File: config.mk
export PLATFORM = sky130hd
export DESIGN_NAME = mcp_bus_sync
export DESIGN_NICKNAME = d
export VERILOG_FILES = /design/src/rtl/mcp_sync_pkg.sv /design/src/rtl/mcp_sync_ch.sv /design/src/rtl/mcp_bus_sync.sv
export SDC_FILE = /design/constraint.sdc
export NUM_CORES = 1
export LEC_CHECK = 0
export CAP_MARGIN = 20
export CORE_MARGIN = 2
export CORE_UTILIZATION = 44
export DETAILED_ROUTE_END_ITERATION = 10
export GPL_TIMING_DRIVEN = 1
export HOLD_SLACK_MARGIN = 0.02
export PLACE_DENSITY = 0.78
export SYNTH_ARGS = -nofsm -noshare
export SYNTH_HDL_FRONTEND = slang
export SYNTH_SLANG_ARGS = --single-unit
File: constraint.sdc
create_clock -name CLK -period 1.6 [get_ports CLK]
set_clock_uncertainty 0.2 [all_clocks]
set_input_delay 0.48 -clock CLK [delete_from_list [all_inputs] [get_ports CLK]]
set_output_delay 0.48 -clock CLK [all_outputs]
set_load 0.05 [all_outputs]
File: src/rtl/mcp_sync_pkg.sv
// mcp_sync_pkg: shared constants and helpers for the multi-channel MCP bus
// synchronizer (mcp_bus_sync / mcp_sync_ch).
//   MODE_LEVEL / MODE_TOGGLE : EN_MODE encodings
//   NUM_STAGES_MIN / _MAX    : legal bounds of the enable synchronizer depth
//   qualify()                : turns the synchronized enable into an update strobe
package mcp_sync_pkg;

  localparam int MODE_LEVEL  = 0;  // rising edge of bus_enable qualifies
  localparam int MODE_TOGGLE = 1;  // any edge of bus_enable qualifies

  localparam int NUM_STAGES_MIN = 2;
  localparam int NUM_STAGES_MAX = 4;

  // Edge detector on the synchronized enable. pulse_q is the previous value
  // of sync_last, so the result is high for exactly one cycle per edge.
  function automatic logic qualify(input logic toggle_mode,
                                   input logic sync_last,
                                   input logic pulse_q);
    if (toggle_mode) return sync_last ^ pulse_q;
    else             return sync_last & ~pulse_q;
  endfunction

endpackage

File: src/rtl/mcp_sync_ch.sv
// mcp_sync_ch: one channel of the MCP bus synchronizer.
// Only the enable crosses the clock domain through a flop chain; the data
// word is captured directly once the synchronized enable shows an edge,
// relying on the source holding it stable long enough.
// Ports:
//   CLK          destination clock
//   RST          asynchronous active-low reset
//   unsync_data  source data word (quasi-static around the enable edge)
//   bus_enable   source qualifier, asynchronous to CLK
//   sync_data    captured data word (registered)
//   enable_pulse one-cycle strobe marking a sync_data update (registered)
//   update_cnt   wrapping count of updates (registered)
module mcp_sync_ch
  import mcp_sync_pkg::*;
#(
  parameter int NUM_STAGES = 2,
  parameter int BUS_WIDTH  = 8,
  parameter int EN_MODE    = MODE_LEVEL,
  parameter int CNT_W      = 8
) (
  input  logic                 CLK,
  input  logic                 RST,
  input  logic [BUS_WIDTH-1:0] unsync_data,
  input  logic                 bus_enable,
  output logic [BUS_WIDTH-1:0] sync_data,
  output logic                 enable_pulse,
  output logic [CNT_W-1:0]     update_cnt
);

  localparam logic TOGGLE = (EN_MODE == MODE_TOGGLE);

  logic [NUM_STAGES-1:0] sync;     // sync[0] is the metastability-catching flop
  logic                  pulse_ff; // sync_last delayed one cycle
  logic                  sync_last;
  logic                  qual;

  assign sync_last = sync[NUM_STAGES-1];
  assign qual      = qualify(TOGGLE, sync_last, pulse_ff);

  // Enable synchronizer chain plus the edge-detect history flop. Reset
  // clears the whole chain, which is what aborts an in-flight transfer and
  // makes a high enable at release look like a fresh rising edge.
  always_ff @(posedge CLK or negedge RST) begin
    if (!RST) begin
      sync     <= '0;
      pulse_ff <= 1'b0;
    end else begin
      sync     <= {sync[NUM_STAGES-2:0], bus_enable};
      pulse_ff <= sync_last;
    end
  end

  // Capture stage: data word, strobe and counter all move on the same edge.
  always_ff @(posedge CLK or negedge RST) begin
    if (!RST) begin
      sync_data    <= '0;
      enable_pulse <= 1'b0;
      update_cnt   <= '0;
    end else begin
      enable_pulse <= qual;
      if (qual) begin
        sync_data  <= unsync_data;
        update_cnt <= update_cnt + CNT_W'(1);  // wraps silently
      end
    end
  end

endmodule

File: src/rtl/mcp_bus_sync.sv
// mcp_bus_sync: multi-channel multi-cycle-path bus synchronizer.
// Each channel carries a BUS_WIDTH data word qualified by its own enable;
// the enable is synchronized into CLK and its edge (rising in level mode,
// either in toggle mode) loads the word, pulses enable_pulse for one cycle
// and bumps a wrapping update counter. Latency from the first CLK edge that
// samples the new enable level to the output update is NUM_STAGES+1 edges.
// Ports:
//   CLK           destination clock (single clock domain)
//   RST           asynchronous active-low reset
//   unsync_bus    NUM_CH*BUS_WIDTH source data, channel c at [c*BUS_WIDTH +: BUS_WIDTH]
//   bus_enable    NUM_CH per-channel source qualifiers, asynchronous to CLK
//   sync_bus      NUM_CH*BUS_WIDTH captured data, same packing
//   enable_pulse  NUM_CH one-cycle update strobes
//   update_cnt    NUM_CH*CNT_W per-channel update counters, channel c at [c*CNT_W +: CNT_W]
module mcp_bus_sync
  import mcp_sync_pkg::*;
#(
  parameter int NUM_STAGES = 2,
  parameter int BUS_WIDTH  = 8,
  parameter int NUM_CH     = 2,
  parameter int EN_MODE    = MODE_LEVEL,
  parameter int CNT_W      = 8
) (
  input  logic                        CLK,
  input  logic                        RST,
  input  logic [NUM_CH*BUS_WIDTH-1:0] unsync_bus,
  input  logic [NUM_CH-1:0]           bus_enable,
  output logic [NUM_CH*BUS_WIDTH-1:0] sync_bus,
  output logic [NUM_CH-1:0]           enable_pulse,
  output logic [NUM_CH*CNT_W-1:0]     update_cnt
);

  // Parameter legality, caught at elaboration.
  if (NUM_STAGES < NUM_STAGES_MIN || NUM_STAGES > NUM_STAGES_MAX) begin : g_bad_stages
    $error("mcp_bus_sync: NUM_STAGES=%0d outside %0d..%0d",
           NUM_STAGES, NUM_STAGES_MIN, NUM_STAGES_MAX);
  end
  if (EN_MODE != MODE_LEVEL && EN_MODE != MODE_TOGGLE) begin : g_bad_mode
    $error("mcp_bus_sync: EN_MODE=%0d is not a legal mode", EN_MODE);
  end

  // Channel-indexed views of the flat ports.
  logic [NUM_CH-1:0][BUS_WIDTH-1:0] din;
  logic [NUM_CH-1:0][BUS_WIDTH-1:0] dout;
  logic [NUM_CH-1:0][CNT_W-1:0]     cnt;

  assign din        = unsync_bus;
  assign sync_bus   = dout;
  assign update_cnt = cnt;

  for (genvar c = 0; c < NUM_CH; c++) begin : g_ch
    mcp_sync_ch #(
      .NUM_STAGES (NUM_STAGES),
      .BUS_WIDTH  (BUS_WIDTH),
      .EN_MODE    (EN_MODE),
      .CNT_W      (CNT_W)
    ) u_ch (
      .CLK          (CLK),
      .RST          (RST),
      .unsync_data  (din[c]),
      .bus_enable   (bus_enable[c]),
      .sync_data    (dout[c]),
      .enable_pulse (enable_pulse[c]),
      .update_cnt   (cnt[c])
    );
  end

endmodule

==> flow_metrics.py, run 1 <==
metrics = {
    "status": {
        "status": "complete, but fails checks",
        "violations": "negative setup slack",
    },
    "worst_setup_path": {
        "cp-start-kind": "register",
        "reg2reg_depth": 3,
        "cp_num_buf_inv": 1,
        "cp_cell_sequence": "buf_12",
        "ff2ff_setup_slack_ns": 0.15,
        "r2r_start": "g_ch[1].u_ch.update_cnt[0]$_DFFE_PN0P_",
        "crit_path_start": "g_ch[0].u_ch.update_cnt[2]$_DFFE_PN0P_",
        "worst-path-stages": 1,
        "path_class": "register to output port",
        "r2r-end": "g_ch[1].u_ch.update_cnt[1]$_DFFE_PN0P_",
        "path_max_fanout": 2,
        "max_stage_delay_ns": 0.46,
        "worst_ep_arrival_time_ns": 0.96,
        "crit_path_end": "update_cnt[2]",
        "endpoint_kind": "output port",
        "crit_slowest_cell": "dfrtp_2",
        "cp_top_family": "flip-flops",
        "cp_data_required_time_ns": 0.92,
    },
    "final_layout": {
        "antenna_cells": 0,
        "layout.cells.non_filler": 229,
        "fillers": 205,
        "area.sequential_um2": 1010,
        "post-route-util_pct": 81.4,
        "multi_input_comb_area_um2": 495,
        "final_layout_size_suffix_gt1_share_pct": 55.2,
        "final_net_count": 204,
        "area_delta_synth_final_pct": 76.2,
    },
    "timing": {
        "rsz0062_at_grt": "true",
        "hold_slack_ns": 0.157,
        "relSlewSlack_pct": 85.9,
        "setup_tns_ns": -0.762,
        "period_share_pct": 103,
        "period_minus_slack_ns": 1.64,
        "clock.fmax_ghz": 0.609,
        "finalWorstSetupSlack_ns": -0.0425,
        "tightestPinTransition_ns": 0.209,
        "setup_violations": 33,
        "drv_slew": 0,
        "hold_viol": 0,
    },
    "global_routing": {
        "grt_usage_pct": 19.6,
        "grt_pass1_vias": 1244,
        "grt_pass1_wl_um": 5840,
        "grt_overflow": 0,
        "antenna_found_initial": 0,
        "grt_max_degree": 41,
    },
    "yosys": {
        "yosys.area.top_type": "dfrtp_1",
        "ys_warn_count": 0,
        "syn_avg_cell_area_um2": 15.7,
        "synth-xor-area-share_pct": 7.89,
        "async_flop_share_pct": 100,
        "syn_nets": 121,
        "netlist_top_cells_area": "dfrtp_1 64%, mux2_2 9.4%, xnor2_1 5.6%",
        "synth.cell_area_um2": 1550,
        "yosys.area_share.adder_pct": 1.61,
        "synth_mux_area_share_pct": 14.3,
        "synth_common_cells": "40 x dfrtp_1, 13 x mux2_2, 10 x xnor2_1",
        "yosysSeqAreaShare_pct": 64.4,
        "synth-edff-count": 0,
        "synth_top_area_share_pct": 64.4,
        "ys.flop_type": "dfrtp_1",
        "synth_seq_cells": 40,
        "synthSimpleGateAreaFrac_pct": 8.13,
        "syn_inst": 99,
        "synth_most_common_cell": "dfrtp_1",
        "synth_compound_area_share_pct": 0,
        "synth.distinct_cells": 19,
        "synth_top_family_by_area": "multiplexers",
    },
    "power": {
        "power_leakage_nw": 1.23,
        "power_mw": 4.42,
        "peakVddDrop_mv": 0.839,
        "power_density_nw_per_um2": 1610,
    },
    "clock_tree": {
        "path_clk_slew_ns": 0.13,
        "clock_sinks": 40,
        "htree_num_levels": 2,
        "clock_path_buffers": 2,
        "tritoncts": "built",
        "cts_root_buffer": "clkbuf_4",
        "insertion_delay_ns": 0.35,
        "cts-buffers-inserted": 5,
    },
    "floorplanning": {
        "core_area_um2": 3360,
        "die_area_um2": 4020,
        "die_w_um": 63.4,
        "io_pins": 54,
        "die_h_um": 63.4,
        "initial_core_util_pct": 46.2,
        "rows": 21,
    },
    "drt": {
        "ant_nets": 0,
        "dr.max_layer_used": "met4",
        "viasPerCell": 4.69,
        "vias": 1075,
        "routed_wl_um": 3590,
        "drt_first_pass_iters": 3,
        "dr_wl_met3_um": 217,
        "drc": 0,
        "met1_length_um": 1280,
        "drt-initial-drc-count": 28,
        "drt-wirelength-per-cell_um": 15.7,
        "wl_met2_um": 2050,
    },
    "placed_design": {
        "dpl.hpwl_um": 2470,
        "port_buffers": 53,
        "placedCellCount": 198,
        "gp_congestion": 0.690,
    },
    "run": {
        "cap_viol_max_count": 0,
    },
    "min_path": {
        "worstHoldPathType": "register to register",
    },
}
==> state kept, by name, summed over array words and instances, names as in the netlist <==
| register | cells |
|---|---|
| g_ch.u_ch.sync_data | 16 |
| g_ch.u_ch.update_cnt | 16 |
| g_ch.u_ch.sync | 4 |
| g_ch.u_ch.enable_pulse | 2 |
| g_ch.u_ch.pulse_ff | 2 |
==> worst min-delay path by stage <==
stage | startpoint | end | slack, ns | depth (start not counted)
floorplan | RST | g_ch[0].u_ch.enable_pulse$_DFF_PN0_ | -0.02 | 0
global placement | g_ch[1].u_ch.sync[0]$_DFF_PN0_ | g_ch[1].u_ch.sync[1]$_DFF_PN0_ | 0.14 | 0
detailed placement | g_ch[0].u_ch.sync[0]$_DFF_PN0_ | g_ch[0].u_ch.sync[1]$_DFF_PN0_ | 0.14 | 0
CTS | g_ch[1].u_ch.sync[0]$_DFF_PN0_ | g_ch[1].u_ch.sync[1]$_DFF_PN0_ | 0.17 | 0
global route | g_ch[0].u_ch.sync[0]$_DFF_PN0_ | g_ch[0].u_ch.sync[1]$_DFF_PN0_ | 0.18 | 0
finish | g_ch[0].u_ch.sync[0]$_DFF_PN0_ | g_ch[0].u_ch.sync[1]$_DFF_PN0_ | 0.16 | 0
==> cell usage in the layout, fill, tap and decap left out, types with 2 or more instances in the layout <==
| master | n |
|---|---|
| nand2_1 | 6 |
| clkdlybuf4s50_1 | 18 |
| xor2_1 | 4 |
| clkbuf_4 | 5 |
| mux2_4 | 5 |
| mux2_2 | 13 |
| buf_4 | 26 |
| dfrtp_2 | 10 |
| dfrtp_1 | 30 |
| xnor2_1 | 10 |
| buf_12 | 35 |
| ha_1 | 2 |
| nand4_1 | 6 |
==> timing repair <==
| item | in CTS | in global routing |
|---|---|---|
| hold buffers | 1 | 0 |
| hold endpoints to repair | 40 | 0 |
| setup buffers | 18 | 4 |
| setup endpoints to repair | 34 | 34 |
| resized for setup | 10 | 0 |
==> routing by layer <==
| metal | GRT usage, % | vias to the layer above |
|---|---|---|
| li1 | - | 503 |
| met1 | 20.5 | 536 |
| met2 | 34.9 | 32 |
| met3 | 7.50 | 4 |
| met4 | 7.88 | 0 |
| met5 | 0 | - |
==> worst register-to-register path: stages (launching register included) <==
cell and delay [ns]:
dfrtp_2 0.45, buf_4 0.15, ha_1 0.29, mux2_2 0.27
==> where the power goes <==
group          switching, mW  internal (mW)  leakage [nW]
Sequential             0.239           1.24         0.476
Combinational           1.10           1.18         0.717
Clock                  0.339          0.326        0.0412
==> cell families after synthesis <==
group	after synthesis
adders and majority gates	2
and+or+nand+nor	20
xor gates and xnor gates	14
DFF	40
muxes	18
buffers and inverters	5
==> through the flow <==
stage                     setup slack [ns]  cell area, µm²
final                              -0.0425            2740
after CTS                          -0.0517            2710
after global routing               -0.0949            2740
after detailed placement             0.109            2470
after global placement               0.139            2470
after floorplan                     0.0248            1550
==> layout make-up <==
cell class,instances,area share [%]
Clock buffer,5,1.37
Sequential cell,40,37.0
Timing Repair Buffer,81,39.9
Tap cell,46,2.10
Clock inverter,3,1.55
Multi-Input combinational cell,54,18.1
Note: power is estimated with default switching activity, not from simulation.
==> run 2: changes to the inputs <==
--- a/config.mk
+++ b/config.mk
@@ -12,6 +12,7 @@
 export GPL_TIMING_DRIVEN = 1
 export HOLD_SLACK_MARGIN = 0.02
 export PLACE_DENSITY = 0.78
+export SKIP_CTS_REPAIR_TIMING = 1
 export SYNTH_ARGS = -nofsm -noshare
 export SYNTH_HDL_FRONTEND = slang
 export SYNTH_SLANG_ARGS = --single-unit
==> run 2 against run 1 <==
- the flow still finishes with violations (negative setup slack)
- hold slack improved by 0.0018 ns
- cell count decreased by 0.44%
- die area unchanged
- cell area decreased by 0.14%
- register-to-register slack got worse by 0.09 ns
- fmax decreased by 1.7%
- core utilization decreased by 0.11 points
- largest cell class unchanged
==> flow_metrics.py, run 2 (synthesis gave the netlist of run 1 again) <==
metrics = {
    "status": {
        "status": "complete, but fails checks",
        "violations": "negative setup slack",
    },
    "timing": {
        "relSlewSlack_pct": 85.4,
        "setup_violations": 33,
        "tightestPinTransition_ns": 0.218,
        "hold_slack_ns": 0.159,
        "hold_viol": 0,
        "finalWorstSetupSlack_ns": -0.0714,
        "rsz0062_at_grt": "true",
        "drv_slew": 0,
        "period_share_pct": 104,
        "period_minus_slack_ns": 1.67,
        "clock.fmax_ghz": 0.598,
    },
    "drt": {
        "ant_nets": 0,
        "routed_wl_um": 3660,
        "viasPerCell": 4.80,
        "drc": 0,
        "drt-initial-drc-count": 20,
        "drt_first_pass_iters": 4,
        "vias": 1095,
        "drt-wirelength-per-cell_um": 16.0,
    },
    "final_layout": {
        "layout.cells.non_filler": 228,
        "fillers": 209,
        "area_delta_synth_final_pct": 75.9,
        "final_cell_mix": "35 x buf_12, 27 x dfrtp_1, 25 x buf_4",
        "top_regs": "g_ch.u_ch.sync_data (16), g_ch.u_ch.update_cnt (16), g_ch.u_ch.sync (4)",
        "final_net_count": 203,
        "antenna_cells": 0,
        "final_layout_size_suffix_gt1_share_pct": 56.6,
        "design_area_um2": 2730,
        "post-route-util_pct": 81.3,
        "layout_commonest_cell": "buf_12",
    },
    "worst_setup_path": {
        "crit_path_end": "update_cnt[0]",
        "endpoint_kind": "output port",
        "ff2ff_setup_slack_ns": 0.06,
        "r2r_start": "g_ch[0].u_ch.update_cnt[1]$_DFFE_PN0P_",
        "cp_data_required_time_ns": 0.92,
        "reg2reg_depth": 4,
        "path_class": "register to output port",
        "cp_cell_sequence": "buf_12",
        "crit_path_start": "g_ch[0].u_ch.update_cnt[0]$_DFFE_PN0P_",
        "worst-path-stages": 1,
        "worst_ep_arrival_time_ns": 0.99,
        "max_stage_delay_ns": 0.47,
        "r2r-end": "g_ch[0].u_ch.update_cnt[1]$_DFFE_PN0P_",
        "path_max_fanout": 5,
        "cp-start-kind": "register",
        "crit_slowest_cell": "dfrtp_2",
        "cp_num_buf_inv": 1,
        "cp_top_family": "flip-flops",
    },
    "placed_design": {
        "dpl.hpwl_um": 2470,
        "port_buffers": 53,
        "gp_congestion": 0.690,
        "dp_slack_ns": 0.109,
        "placedCellCount": 198,
        "dpl_cell_area_um2": 2470,
    },
    "clock_tree": {
        "insertion_delay_ns": 0.35,
        "clock_path_buffers": 2,
        "htree_num_levels": 2,
        "cts-buffers-inserted": 5,
        "path_clk_slew_ns": 0.12,
        "cts_root_buffer": "clkbuf_4",
        "tritoncts": "built",
        "clock_sinks": 40,
    },
    "floorplanning": {
        "die_h_um": 63.4,
        "initial_core_util_pct": 46.2,
        "die_area_um2": 4020,
        "rows": 21,
        "core_area_um2": 3360,
        "die_w_um": 63.4,
        "io_pins": 54,
    },
    "power": {
        "peakVddDrop_mv": 0.830,
        "power_leakage_nw": 1.22,
        "power_density_nw_per_um2": 1640,
    },
    "global_routing": {
        "grt_overflow": 0,
        "grt_pass1_wl_um": 5310,
        "grt_max_degree": 41,
        "grt_pass1_vias": 1131,
        "grt_usage_pct": 17.8,
        "antenna_found_initial": 0,
    },
    "min_path": {
        "worstHoldPathType": "register to register",
    },
    "run": {
        "cap_viol_max_count": 0,
    },
}
run 2: worst min-delay path by stage:
stage,to,depth (start not counted),slack [ns],start
floorplan,g_ch[0].u_ch.enable_pulse$_DFF_PN0_,0,-0.02,RST
global placement,g_ch[1].u_ch.sync[1]$_DFF_PN0_,0,0.14,g_ch[1].u_ch.sync[0]$_DFF_PN0_
detailed placement,g_ch[0].u_ch.sync[1]$_DFF_PN0_,0,0.14,g_ch[0].u_ch.sync[0]$_DFF_PN0_
CTS,g_ch[0].u_ch.sync_data[3]$_DFFE_PN0P_,2,-0.12,RST
global route,g_ch[0].u_ch.sync[1]$_DFF_PN0_,0,0.18,g_ch[0].u_ch.sync[0]$_DFF_PN0_
finish,g_ch[0].u_ch.sync[1]$_DFF_PN0_,0,0.16,g_ch[0].u_ch.sync[0]$_DFF_PN0_
run 2: report_power, final:
part	internal, mW	total, mW	switching (mW)
clock	0.326	0.666	0.340
sequential	1.24	1.52	0.275
combinational	1.21	2.30	1.09
total	2.78	4.48	1.70
run 2: routing by layer:
layer	track usage, %	vias to the layer above	wire (µm)
met2	30.4	34	2060
met5	0	-	0
met1	19.2	556	1320
met3	7.86	7	230
li1	-	498	-
met4	7.34	0	53
run 2: final cells by class:
class	instances	area (µm²)	share of cell area, %
multi-input combinational	54	495	18.1
clock inverter	3	42.5	1.56
sequential	40	1020	37.2
clock buffer	5	37.5	1.37
timing repair buffer	80	1080	39.6
tap	46	57.6	2.11
run 2: per-stage QoR:
| step | setup TNS [ns] | total power, mW |
|---|---|---|
| floorplan | 0 | 2.40 |
| global placement | 0 | 3.46 |
| detailed placement | 0 | 3.51 |
| CTS | -1.88 | 4.17 |
| global route | -2.59 | 4.66 |
| finish | -1.14 | 4.48 |
